<file path="src/rtl/mips_program_loader.sv">
// rtl/mips_program_loader.sv - byte-serial program loader for the single-cycle MIPS instruction RAM
//
// Receives a length-prefixed byte stream (LEN_HI, LEN_LO, then 4*N payload
// bytes, most significant byte of each word first) and writes each assembled
// word into the instruction RAM. The CPU is held in reset until a complete,
// valid image has been stored.
//
// Optional feature macro: LOADER_CHECKSUM_EN -- when defined, a trailing
// XOR checksum byte over the payload is required before DONE.
//
// Ports:
//   clk, reset              clock, asynchronous active-high reset
//   start                   begins a session (only in IDLE, DONE or ERROR)
//   rx_data/valid/ready     byte stream input, transfer on valid & ready
//   imem_we/addr/wdata      one-cycle instruction RAM write port
//   cpu_reset               CPU reset, low only in DONE
//   busy, done, error       session status
module mips_program_loader #(
  parameter int ADDR_WIDTH = 4
) (
  input  logic        clk,
  input  logic        reset,
  input  logic        start,
  input  logic [7:0]  rx_data,
  input  logic        rx_valid,
  output logic        rx_ready,
  output logic        imem_we,
  output logic [31:0] imem_addr,
  output logic [31:0] imem_wdata,
  output logic        cpu_reset,
  output logic        busy,
  output logic        done,
  output logic        error
);

  localparam int DEPTH = 2 ** ADDR_WIDTH;

  typedef enum logic [2:0] {
    S_IDLE, S_LEN_HI, S_LEN_LO, S_DATA, S_FLUSH, S_DONE, S_ERROR
`ifdef LOADER_CHECKSUM_EN
    , S_CHECK
`endif
  } state_t;

  state_t                r_state;
  state_t                w_next;
  logic [7:0]            r_len_hi;
  logic [ADDR_WIDTH:0]   r_len;
  logic [ADDR_WIDTH-1:0] r_word_idx;
  logic [1:0]            r_byte_cnt;
  logic [23:0]           r_buf;
  logic                  r_imem_we;
  logic [ADDR_WIDTH-1:0] r_imem_idx;
  logic [31:0]           r_imem_wdata;
`ifdef LOADER_CHECKSUM_EN
  logic [7:0]            r_csum;
`endif

  logic                  w_xfer;
  logic                  w_start;
  logic [15:0]           w_len;
  logic                  w_len_over;
  logic                  w_word_done;
  logic [ADDR_WIDTH:0]   w_idx_inc;
  logic                  w_last_word;

  assign w_xfer      = rx_valid & rx_ready;
  assign w_start     = start & ((r_state == S_IDLE) | (r_state == S_DONE) | (r_state == S_ERROR));
  assign w_len       = {r_len_hi, rx_data};
  assign w_len_over  = w_len > 16'(DEPTH);
  assign w_word_done = (r_byte_cnt == 2'd3);
  // Widened by one bit so N = DEPTH compares correctly against the stored count.
  assign w_idx_inc   = {1'b0, r_word_idx} + (ADDR_WIDTH + 1)'(1);
  assign w_last_word = (w_idx_inc == r_len);

  // State register
  always_ff @(posedge clk or posedge reset) begin
    if (reset) r_state <= S_IDLE;
    else       r_state <= w_next;
  end

  // Next-state logic
  always_comb begin
    w_next = r_state;
    case (r_state)
      S_IDLE, S_DONE, S_ERROR: if (w_start) w_next = S_LEN_HI;
      S_LEN_HI: if (w_xfer) w_next = S_LEN_LO;
      S_LEN_LO: if (w_xfer) begin
        if (w_len_over) w_next = S_ERROR;
`ifdef LOADER_CHECKSUM_EN
        else if (w_len == 16'd0) w_next = S_CHECK;
`else
        else if (w_len == 16'd0) w_next = S_DONE;
`endif
        else w_next = S_DATA;
      end
      S_DATA: if (w_xfer && w_word_done && w_last_word) begin
`ifdef LOADER_CHECKSUM_EN
        w_next = S_CHECK;
`else
        w_next = S_FLUSH;
`endif
      end
      S_FLUSH: w_next = S_DONE;
`ifdef LOADER_CHECKSUM_EN
      S_CHECK: if (w_xfer) w_next = (rx_data == r_csum) ? S_DONE : S_ERROR;
`endif
      default: w_next = S_IDLE;
    endcase
  end

  // Datapath: length capture, word assembly and the registered write port
  always_ff @(posedge clk or posedge reset) begin
    if (reset) begin
      r_len_hi     <= 8'd0;
      r_len        <= '0;
      r_word_idx   <= '0;
      r_byte_cnt   <= 2'd0;
      r_buf        <= 24'd0;
      r_imem_we    <= 1'b0;
      r_imem_idx   <= '0;
      r_imem_wdata <= 32'd0;
`ifdef LOADER_CHECKSUM_EN
      r_csum       <= 8'd0;
`endif
    end else begin
      r_imem_we <= 1'b0;
      if (w_start) begin
        r_word_idx <= '0;
        r_byte_cnt <= 2'd0;
`ifdef LOADER_CHECKSUM_EN
        r_csum     <= 8'd0;
`endif
      end
      if (r_state == S_LEN_HI && w_xfer) r_len_hi <= rx_data;
      // Only the low bits are kept; oversize lengths never leave LEN_LO.
      if (r_state == S_LEN_LO && w_xfer) r_len <= w_len[ADDR_WIDTH:0];
      if (r_state == S_DATA && w_xfer) begin
        r_byte_cnt <= r_byte_cnt + 2'd1;
        r_buf      <= {r_buf[15:0], rx_data};
`ifdef LOADER_CHECKSUM_EN
        r_csum     <= r_csum ^ rx_data;
`endif
        if (w_word_done) begin
          r_imem_we    <= 1'b1;
          r_imem_idx   <= r_word_idx;
          r_imem_wdata <= {r_buf, rx_data};
          r_word_idx   <= r_word_idx + ADDR_WIDTH'(1);
        end
      end
    end
  end

  assign imem_we    = r_imem_we;
  assign imem_addr  = {{(30 - ADDR_WIDTH){1'b0}}, r_imem_idx, 2'b00};
  assign imem_wdata = r_imem_wdata;

  // Output decode; start takes effect on done/error/cpu_reset in the cycle it is seen.
  always_comb begin
    rx_ready  = 1'b0;
    busy      = 1'b0;
    done      = 1'b0;
    error     = 1'b0;
    cpu_reset = 1'b1;
    case (r_state)
      S_LEN_HI, S_LEN_LO, S_DATA: begin
        rx_ready = 1'b1;
        busy     = 1'b1;
      end
`ifdef LOADER_CHECKSUM_EN
      S_CHECK: begin
        rx_ready = 1'b1;
        busy     = 1'b1;
      end
`endif
      S_FLUSH: busy = 1'b1;
      S_DONE: begin
        done      = ~start;
        cpu_reset = start;
      end
      S_ERROR: error = ~start;
      default: ;
    endcase
  end

endmodule

</file>
<file path="config.mk">
export PLATFORM = sky130hd
export DESIGN_NAME = mips_program_loader
export DESIGN_NICKNAME = d
export VERILOG_FILES = /design/src/rtl/mips_program_loader.sv
export SDC_FILE = /design/constraint.sdc
export NUM_CORES = 1
export LEC_CHECK = 0
export ABC_CLOCK_PERIOD_IN_PS = 6100
export CORE_UTILIZATION = 34
export DETAILED_ROUTE_END_ITERATION = 8
export GPL_TIMING_DRIVEN = 0
export PLACE_DENSITY = 0.59
export SETUP_SLACK_MARGIN = 0.2
export SYNTH_ARGS = -nofsm -noshare
export SYNTH_HDL_FRONTEND = slang
export SYNTH_SLANG_ARGS = --single-unit
</file>
<file path="constraint.sdc">
create_clock -name clk -period 6.1 [get_ports clk]
set_input_delay 0.915 -clock clk [delete_from_list [all_inputs] [get_ports clk]]
set_output_delay 0.915 -clock clk [all_outputs]
set_load 0.02 [all_outputs]
</file>
==> results of run 1 <==
[cells in the mapped netlist (all sizes together) (2+ instances only)]
| library cell | n | area share, % |
|---|---|---|
| nor3 | 2 | 0.56 |
| nand3 | 4 | 0.53 |
| nor2 | 4 | 0.40 |
| xnor2 | 3 | 0.69 |
| xor2 | 6 | 1.4 |
| nor2b | 3 | 0.69 |
| dfrtp | 83 | 55 |
| nand2 | 153 | 15 |
| o21ai | 10 | 1.3 |
| inv | 5 | 0.49 |
| clkbuf | 5 | 0.50 |
| nor4 | 5 | 0.83 |
| ha | 2 | 0.66 |
| a21oi | 3 | 0.40 |
| mux2 | 25 | 8.4 |
| mux2i | 3 | 0.79 |
| buf | 39 | 8.1 |
| nand3b | 3 | 0.59 |
[cells in the final DEF (no fill, tap or decap), drive strengths merged, types with 3 or more instances in the layout]
cell and count:
xor2 6, nand3 4, bufinv 3, nand3b 3, mux2i 3, dfrtp 83, xnor2 3, clkdlybuf4s50 53
nor4 5, conb 28, clkbuf 15, inv 5, nand2 153, a21oi 3, o21ai 10, nor2b 3
nor2 4, buf 40, mux2 25
[logic make-up (layout without fill, tap and decap cells)]
| kind of cell | after synthesis | in the layout | share of synthesized area (%) |
|---|---|---|---|
| compound gates | 20 | 20 | 3.14 |
| xor+xnor | 10 | 10 | 2.71 |
| fa+ha+maj | 2 | 2 | 0.660 |
| buf+inv | 49 | 119 | 9.11 |
| flops | 83 | 83 | 54.8 |
| simple gates | 180 | 180 | 20.3 |
| other cells | 1 | 28 | 0.0989 |
| mux | 28 | 28 | 9.21 |
[layout make-up]
class / count / area, µm²
Timing Repair Buffer: 54 / 558
Clock inverter: 6 / 114
Buffer: 44 / 327
Sequential cell: 83 / 2080
Inverter: 5 / 21.3
Fill cell: 1073 / 5970
Multi-Input combinational cell: 268 / 1470
Clock buffer: 10 / 128
Tap cell: 140 / 175
[power groups by stage]
stage	Clock (W)	Combinational, W	Sequential, W
2_1_floorplan	0	0.000376	0.000801
3_3_place_gp	0	0.000536	0.000797
3_5_place_dp	0	0.000548	0.000801
4_1_cts	0.000482	0.000550	0.000792
5_1_grt	0.000510	0.000606	0.000811
6_report	0.000470	0.000544	0.000791
[path summary, 6_finish.rpt]
kind,start,to,cells after the start
max in group asynchronous,reset,r_len_hi[3]$_DFFE_PP0P_,3
worst max-delay path,start,error,3
worst min-delay path,r_buf[18]$_DFFE_PP0P_,imem_wdata[26]$_DFFE_PP0P_,2
min in group asynchronous,reset,r_imem_idx[0]$_DFFE_PP0P_,2
worst max register to register,r_word_idx[0]$_DFF_PP0_,r_state[1]$_DFFE_PP0P_,6
worst min register to register,r_buf[18]$_DFFE_PP0P_,imem_wdata[26]$_DFFE_PP0P_,2
[layer usage]
metal  part of all wire (%)  GRT usage (%)
met1                     48           18.5
met2                     47           22.2
met3                    4.6           3.45
met4                   0.60           5.28
met5                      0              0
[worst register-to-register path, cell delays in order (launching register included)]
cell      delay [ps]
dfrtp_1          460
ha_1             360
xor2_1           170
nor4_1           280
nand4_1          210
o221ai_1         220
nand2_1           80
[through the flow]
step	instance area [µm²]	total power, W	instances	hold WS (ps)	util, %
global placement	4600	0.00133	593	456	42.4
global route	4870	0.00193	610	506	44.9
CTS	4870	0.00182	610	481	44.9
finish	4870	0.00180	610	475	44.9
floorplan	3890	0.00118	400	437	-
detailed placement	4630	0.00135	594	459	42.7
[registers in the layout, indices dropped and copies added (netlist names)]
signal / flops
r_len_hi: 8
r_len: 5
imem_wdata: 32
r_word_idx: 4
r_byte_cnt: 2
r_buf: 24
r_imem_idx: 4
imem_we: 1
r_state: 3
==> flow_summary.yaml, run 1 <==
status:
  status: "complete, no violations"
timing:
  fin_ws_ps: 2810
  setup_viol: 0
  slew-limit-headroom_pct: 61.8
  timing.final.max_slew_violations: 0
  hold_viol_final: 0
  period_needed_ps: 3290
  worst_pin_slew_ps: 568
  min_period_over_period_pct: 54.0
  fin_skew_ps: 9.48
  fmax_ghz: 0.304
  tns_ps: 0
  rsz0062_at_grt: "no"
critical_path:
  worstSetupPathType: "in2out"
  cp.required_ps: 5180
  slowest_delay_ps: 650
  critical_path_arrival_ps: 2380
  crit_top_cell: "clkdlybuf4s50_1"
  critPathTopFamily: "buffers and inverters"
  worst_path_max_delay_cell: "clkdlybuf4s50_1"
  path_max_fanout: 7
  crit_buf_inv: 2
  start_kind: "primary input"
  endpoint_kind: "output port"
  rrSetupSlack_ps: 4210
  crit_chain: "clkdlybuf4s50_1 > nor4bb_1 > clkdlybuf4s50_1"
routing:
  drc_errors: 0
  wl_per_cell_um: 12.1
  drtAntennaViolNets: 0
  drtIter0Drc: 82
  first_pass_iters: 5
  viasPerCell: 4.38
  vias: 2671
  drt_wl_total_mm: 7.39
yosys:
  syn_inst: 373
  syn_area_um2: 3790
  ys_warn_count: 0
  synth_edf_count: 0
  synth.avg_cell_area_um2: 10.2
  yosysSeqAreaShare_pct: 54.8
  async_flop_share_pct: 100
  ys_ff_latch: 83
  yosysUniqueCellTypes: 41
  ys.flop_type: "dfrtp_1"
placed_design:
  portBuffers: 53
  dp_hpwl_mm: 5.31
  gp_congestion: 0.730
  place_ws_ps: 2810
power_and_ir_drop:
  p_leak_nw: 2.50
  power_frac_clock_pct: 26.0
  peakVddDrop_mv: 0.183
  pwr-share-comb_pct: 30.1
  sequentialPowerShare_pct: 43.8
  p_sw_w: 0.000573
  p_sw_share_pct: 31.8
  power-per-cell-area_nw_per_um2: 370
  p_int_w: 0.00123
floorplan:
  core_area_um2: 10800
  ios: 82
  initial_core_util_pct: 35.0
  rows: 38
  die_y_um: 108
  die-area_um2: 11600
  die_x_um: 108
clocking:
  root_buffer: "clkbuf_8"
  numCtsBuffers: 9
  clock_sinks: 83
  cts_resized: 0
  ctsHoldBuffers: 0
  cts.path.max_buffers: 2
  cts_tree: "built"
  clkLatencyLatePin_ps: 340
  cts_setup_buffers: 0
  path_clk_slew_ps: 80
  cts_htree_levels: 3
cells_and_area:
  nNetsFinal: 479
  diodes: 0
  syn2layout_area_growth_pct: 28.4
  drive_gt1_share_pct: 18.5
grt:
  grt_pass1_wl_mm: 12.5
  overflow: 0
  grt_util_all_layers_pct: 14.0
  grt_max_degree: 52
  antenna_found_initial: 0
  grt_pass1_vias: 2596
hold_path:
  hold_path.class: "reg2reg"
job:
  maxCapViolations: 0
Note: power is estimated with default switching activity, not from simulation.
==> run 2, diff against run 1 <==
- ABC_CLOCK_PERIOD_IN_PS: 6100 -> 2700
- PLACE_DENSITY: 0.59 -> 0.61
- clock period: 6.1 -> 2.7 ns (I/O delays scaled with it)
==> run 2 against run 1 <==
  * Via count decreased by 0.34%
  * Sequential cell count unchanged
  * Global-route usage decreased by 0.13 points
  * Final cell count increased by 0.16%
  * Critical endpoint is now done
==> flow_summary.yaml, run 2 (synthesized netlist as in run 1, its figures left out) <==
status:
  status: "complete, no violations"
critical_path:
  critPathTopFamily: "buffers and inverters"
  endpoint_kind: "output port"
  worst_path_max_delay_cell: "clkdlybuf4s50_1"
  cp.required_ps: 2300
  crit_chain: "buf_2 > inv_1 > nor2_1 > nand3b_1 > inv_1 > clkdlybuf4s50_1"
  crit_buf_inv: 4
  start_kind: "flip-flop"
  path_max_fanout: 10
  crit_top_cell: "inv_1"
  slowest_delay_ps: 590
  critical_path_arrival_ps: 1950
  worstSetupPathType: "reg2out"
power_and_ir_drop:
  p_leak_nw: 2.48
  power_w: 0.00384
  peakVddDrop_mv: 0.367
  power-per-cell-area_nw_per_um2: 797
grt:
  grt_util_all_layers_pct: 13.9
  overflow: 0
  grt_max_degree: 32
  grt_pass1_wl_mm: 12.3
  grt_pass1_vias: 2504
  antenna_found_initial: 0
routing:
  first_pass_iters: 4
  drc_errors: 0
  viasPerCell: 4.36
  drtIter0Drc: 85
  vias: 2662
  wl_per_cell_um: 12.4
  drtAntennaViolNets: 0
  drt_wl_total_mm: 7.59
floorplan:
  initial_core_util_pct: 35.0
  die_x_um: 108
  die_y_um: 108
  core_area_um2: 10800
  ios: 82
  rows: 38
  die-area_um2: 11600
timing:
  fmax_ghz: 0.424
  hold_viol_final: 0
  min_period_over_period_pct: 87.3
  timing.final.max_slew_violations: 0
  rsz0062_at_grt: "no"
  fin_ws_ps: 342
  period_needed_ps: 2360
  slew-limit-headroom_pct: 58.4
  setup_viol: 0
  tns_ps: 0
  worst_pin_slew_ps: 623
  fin_skew_ps: 11.5
cells_and_area:
  drive_gt1_share_pct: 18.7
  largest_reg_flops: 32
  syn2layout_area_growth_pct: 27.1
  final_cell_area_um2: 4820
  final_common_cell: "nand2_1"
  diodes: 0
  stdcell_count: 611
  layout_common_cells: "nand2_1, dfrtp_1, clkdlybuf4s50_1"
  nNetsFinal: 480
placed_design:
  gp_congestion: 0.772
  dp_hpwl_mm: 5.50
  place_inst: 595
  dpl_cell_area_um2: 4640
  place_ws_ps: 422
  portBuffers: 53
clocking:
  clock_sinks: 83
  cts.path.max_buffers: 2
  root_buffer: "clkbuf_8"
  cts_resized: 0
  cts_htree_levels: 3
  numCtsBuffers: 9
  clkLatencyLatePin_ps: 350
  cts_setup_buffers: 0
  cts_tree: "built"
  path_clk_slew_ps: 100
  ctsHoldBuffers: 0
hold_path:
  hold_path.class: "in2async"
job:
  maxCapViolations: 0
==> run 2: cell count changes in the layout (fill, tap and decap cells not counted) <==
cell,delta
inv_4,-1
clkinv_2,+1
bufinv_16,-3
buf_16,-1
buf_12,+2
inv_6,+3
==> run 2: worst paths after layout <==
| path | startpoint | endpoint | slack (ps) | depth (start not counted) |
|---|---|---|---|---|
| setup / recovery | r_state[0]$_DFFE_PP0P_ | done | 340 | 6 |
| hold / removal | reset | imem_we$_DFF_PP0_ | 480 | 2 |
| setup reg to reg | r_word_idx[0]$_DFF_PP0_ | r_state[1]$_DFFE_PP0P_ | 790 | 6 |
| hold reg to reg | r_buf[18]$_DFFE_PP0P_ | imem_wdata[26]$_DFFE_PP0P_ | 480 | 2 |
| max in group asynchronous | reset | r_len_hi[0]$_DFFE_PP0P_ | 1440 | 4 |
| min in group clk | r_buf[18]$_DFFE_PP0P_ | imem_wdata[26]$_DFFE_PP0P_ | 480 | 2 |
==> run 2: layout make-up <==
class	count	area (µm²)
inverter	5	22.5
multi-input combinational	268	1470
fill	1083	6020
clock buffer	10	128
tap	140	175
clock inverter	6	47.5
timing repair buffer	55	571
sequential	83	2080
buffer	44	327
==> run 2: power by group <==
| part | total [W] | leakage [nW] | switching (W) | internal [W] |
|---|---|---|---|---|
| Sequential | 0.00178 | 1.10 | 0.000215 | 0.00157 |
| Combinational | 0.00124 | 1.29 | 0.000638 | 0.000597 |
| Clock | 0.000818 | 0.0877 | 0.000473 | 0.000345 |
| Total | 0.00384 | 2.48 | 0.00133 | 0.00251 |
==> run 2: worst reg2reg max path, stage by stage, from the launching register on <==
cell	delay (ps)
dfrtp_1	470
ha_1	360
xor2_1	170
nor4_1	300
nand4_1	210
o221ai_1	210
nand2_1	80
==> run 2: per-layer routing <==
layer	up-vias	track usage, %	routed length (µm)
met4	0	4.40	85
li1	1319	-	-
met2	58	21.2	3560
met1	1278	18.8	3560
met3	7	4.18	390
met5	-	0	0
==> run 2: through the flow <==
stage / hold WS (ps) / util, %
floorplan: 437 / -
global placement: 456 / 42.5
detailed placement: 456 / 42.8
CTS: 478 / 44.4
global route: 492 / 44.4
finish: 476 / 44.4
==> run 3, diff against run 2 <==
- ABC_AREA: default -> 1
- PLACE_DENSITY: 0.61 -> 0.62
==> run 3 against run 2 <==
  * Clock power increased by 22%
  * Register-to-register slack better by 170 ps
  * Area after synthesis decreased by 3.4%
  * First-iteration DRC count increased by 46%
  * Critical path type unchanged
  * Largest cell class unchanged
  * Highest routed layer unchanged
==> flow_summary.yaml, run 3 <==
grt:
  grt_util_all_layers_pct: 15.4
  grt_pass1_vias: 2749
  grt_max_degree: 35
  antenna_found_initial: 0
  grt_pass1_wl_mm: 13.4
  overflow: 0
yosys:
  synth_top_area_cell: "dfrtp_1"
  ys.flop_type: "dfrtp_1"
  synth-compound-area-share_pct: 10.1
  synth.mux.area_fraction_pct: 0
  synth_edf_count: 0
  synthAdderAreaFrac_pct: 0.683
  async_flop_share_pct: 100
  synth_xor_area_share_pct: 0
  yosysSeqAreaShare_pct: 56.7
  syn_area_um2: 3660
  yosysUniqueCellTypes: 23
  syn_inst: 421
  synth_simple_gate_area_share_pct: 19.8
  synth.avg_cell_area_um2: 8.70
  synth_common_cells: "nand2_1, dfrtp_1, o21ai_0"
  synth_top_family_by_area: "simple AND/OR/NAND/NOR gates"
  synth.top_cell.area_share_pct: 56.7
  ys_ff_latch: 83
  synth.area.top_cells: "dfrtp_1, nand2_1, o21ai_0"
  ys_warn_count: 0
  yosysMostFrequentCell: "nand2_1"
clocking:
  cts.path.max_buffers: 2
  clkLatencyLatePin_ps: 360
  root_buffer: "clkbuf_8"
  numCtsBuffers: 9
  path_clk_slew_ps: 80
  cts_tree: "built"
  clock_sinks: 83
  ctsHoldBuffers: 0
  cts_setup_buffers: 0
  cts_resized: 0
  cts_htree_levels: 3
job:
  maxCapViolations: 0
status:
  status: "complete, no violations"
routing:
  wl_per_cell_um: 12.2
  drt_wl_total_mm: 8.02
  drtAntennaViolNets: 0
  viasPerCell: 4.40
  drtIter0Drc: 124
  drc_errors: 0
  first_pass_iters: 4
  vias: 2884
critical_path:
  rrSetupSlack_ps: 960
  worstSetupPathType: "reg2out"
  r2r_end: "r_state[1]$_DFFE_PP0P_"
  timing.rr.start: "r_word_idx[0]$_DFF_PP0_"
  cp.required_ps: 2300
  start_kind: "flip-flop"
  reg2regPathDepth: 12
  critical_path_arrival_ps: 1920
  endpoint_kind: "output port"
  path_max_fanout: 4
cells_and_area:
  multi_input_area_um2: 1220
  drive_gt1_share_pct: 12.7
  num-fill-cells: 1059
  nNetsFinal: 528
  largest_reg_flops: 32
  final_common_cell: "nand2_1"
  layout_common_cells: "nand2_1, dfrtp_1, o21ai_0"
  syn2layout_area_growth_pct: 29.2
  diodes: 0
  seq_area_um2: 2080
floorplan:
  core_area_um2: 10400
  initial_core_util_pct: 35.3
  rows: 37
  die-area_um2: 11200
  die_x_um: 106
  ios: 82
  die_y_um: 106
power_and_ir_drop:
  p_leak_nw: 2.37
  p_sw_w: 0.00130
  peakVddDrop_mv: 0.452
  power_frac_clock_pct: 26.5
  sequentialPowerShare_pct: 46.1
  pwr-share-comb_pct: 27.5
  power_w: 0.00378
  p_int_w: 0.00248
  power-per-cell-area_nw_per_um2: 799
  p_sw_share_pct: 34.3
timing:
  rsz0062_at_grt: "no"
  setup_viol: 0
  min_period_over_period_pct: 85.9
  tns_ps: 0
  timing.final.max_slew_violations: 0
  period_needed_ps: 2320
  fin_skew_ps: 7.73
  fmax_ghz: 0.431
  hold_viol_final: 0
placed_design:
  portBuffers: 53
  gp_congestion: 0.822
  dp_hpwl_mm: 5.93
hold_path:
  hold_path.class: "in2async"
-- run 3: changes by cell type in the layout (fill, tap and decap cells not counted), moves of 5 or more --
cell and delta:
o21ai_0 +46, nor2_1 +8, mux2_2 -15, inv_1 +38
xor2_1 -6, nand3_1 +15, o21ai_1 +14, mux2_4 -10
nor4_1 -5, nand2_1 -20
-- run 3: how the worst max path moves through the flow --
stage / start / endpoint / slack (ps) / cells past startpoint
finish: r_state[0]$_DFFE_PP0P_ / done / 380 / 5
detailed placement: start / done / 470 / 3
global placement: reset / r_imem_idx[2]$_DFFE_PP0P_ / 420 / 2
floorplan: r_state[1]$_DFFE_PP0P_ / cpu_reset / 910 / 4
global route: r_state[0]$_DFFE_PP0P_ / done / 210 / 5
CTS: r_state[0]$_DFFE_PP0P_ / done / 340 / 5
-- run 3: cells by family (layout without fill, tap and decap cells) --
group                    count (synthesis)  after routing
AND/OR/NAND/NOR                        175            175
flip-flops                              83             83
buffers and inverters                   87            158
AO/OA/AOI/OAI                           73             73
other                                    1             28
adder cells (fa/ha/maj)                  2              2
-- run 3: power by group through the flow --
stage / combinational (W) / clock (W) / sequential [W]
floorplan: 0.000706 / 0 / 0.00175
detailed placement: 0.00104 / 0 / 0.00176
finish: 0.00104 / 0.00100 / 0.00174
global route: 0.00120 / 0.00107 / 0.00178
CTS: 0.00104 / 0.00102 / 0.00174
global placement: 0.00100 / 0 / 0.00175
-- run 3: final cells by class --
cell class                 instances  area share (%)
sequential                        83            43.9
multi-input combinational        278            25.9
buffer                            42            6.19
inverter                          45            3.65
timing repair buffer              55            12.1
clock buffer                       9            2.62
clock inverter                     7            2.12
tap                              136            3.60
-- run 3: per-layer routing --
layer / global-route usage [%] / routed length (µm)
met1: 21.2 / 3980
met2: 23.4 / 3520
met3: 4.14 / 425
met4: 4.96 / 93
met5: 0 / 0
-- run 3: critical path: stages, from the launching register on --
cell	delay, ps
dfrtp_1	390
inv_1	80
nor2_1	150
inv_1	80
nor3_1	210
clkdlybuf4s50_1	650
-- run 3: through the flow --
step | cell area (µm²) | hold WS [ps] | cells | util [%] | setup slack [ps]
after global placement | 4470 | 459 | 637 | 43.1 | 424
after detailed placement | 4510 | 465 | 639 | 43.5 | 466
final | 4730 | 410 | 655 | 45.6 | 380
after CTS | 4730 | 422 | 655 | 45.6 | 337
after floorplan | 3770 | 442 | 448 | - | 914
after global routing | 4730 | 450 | 655 | 45.6 | 206
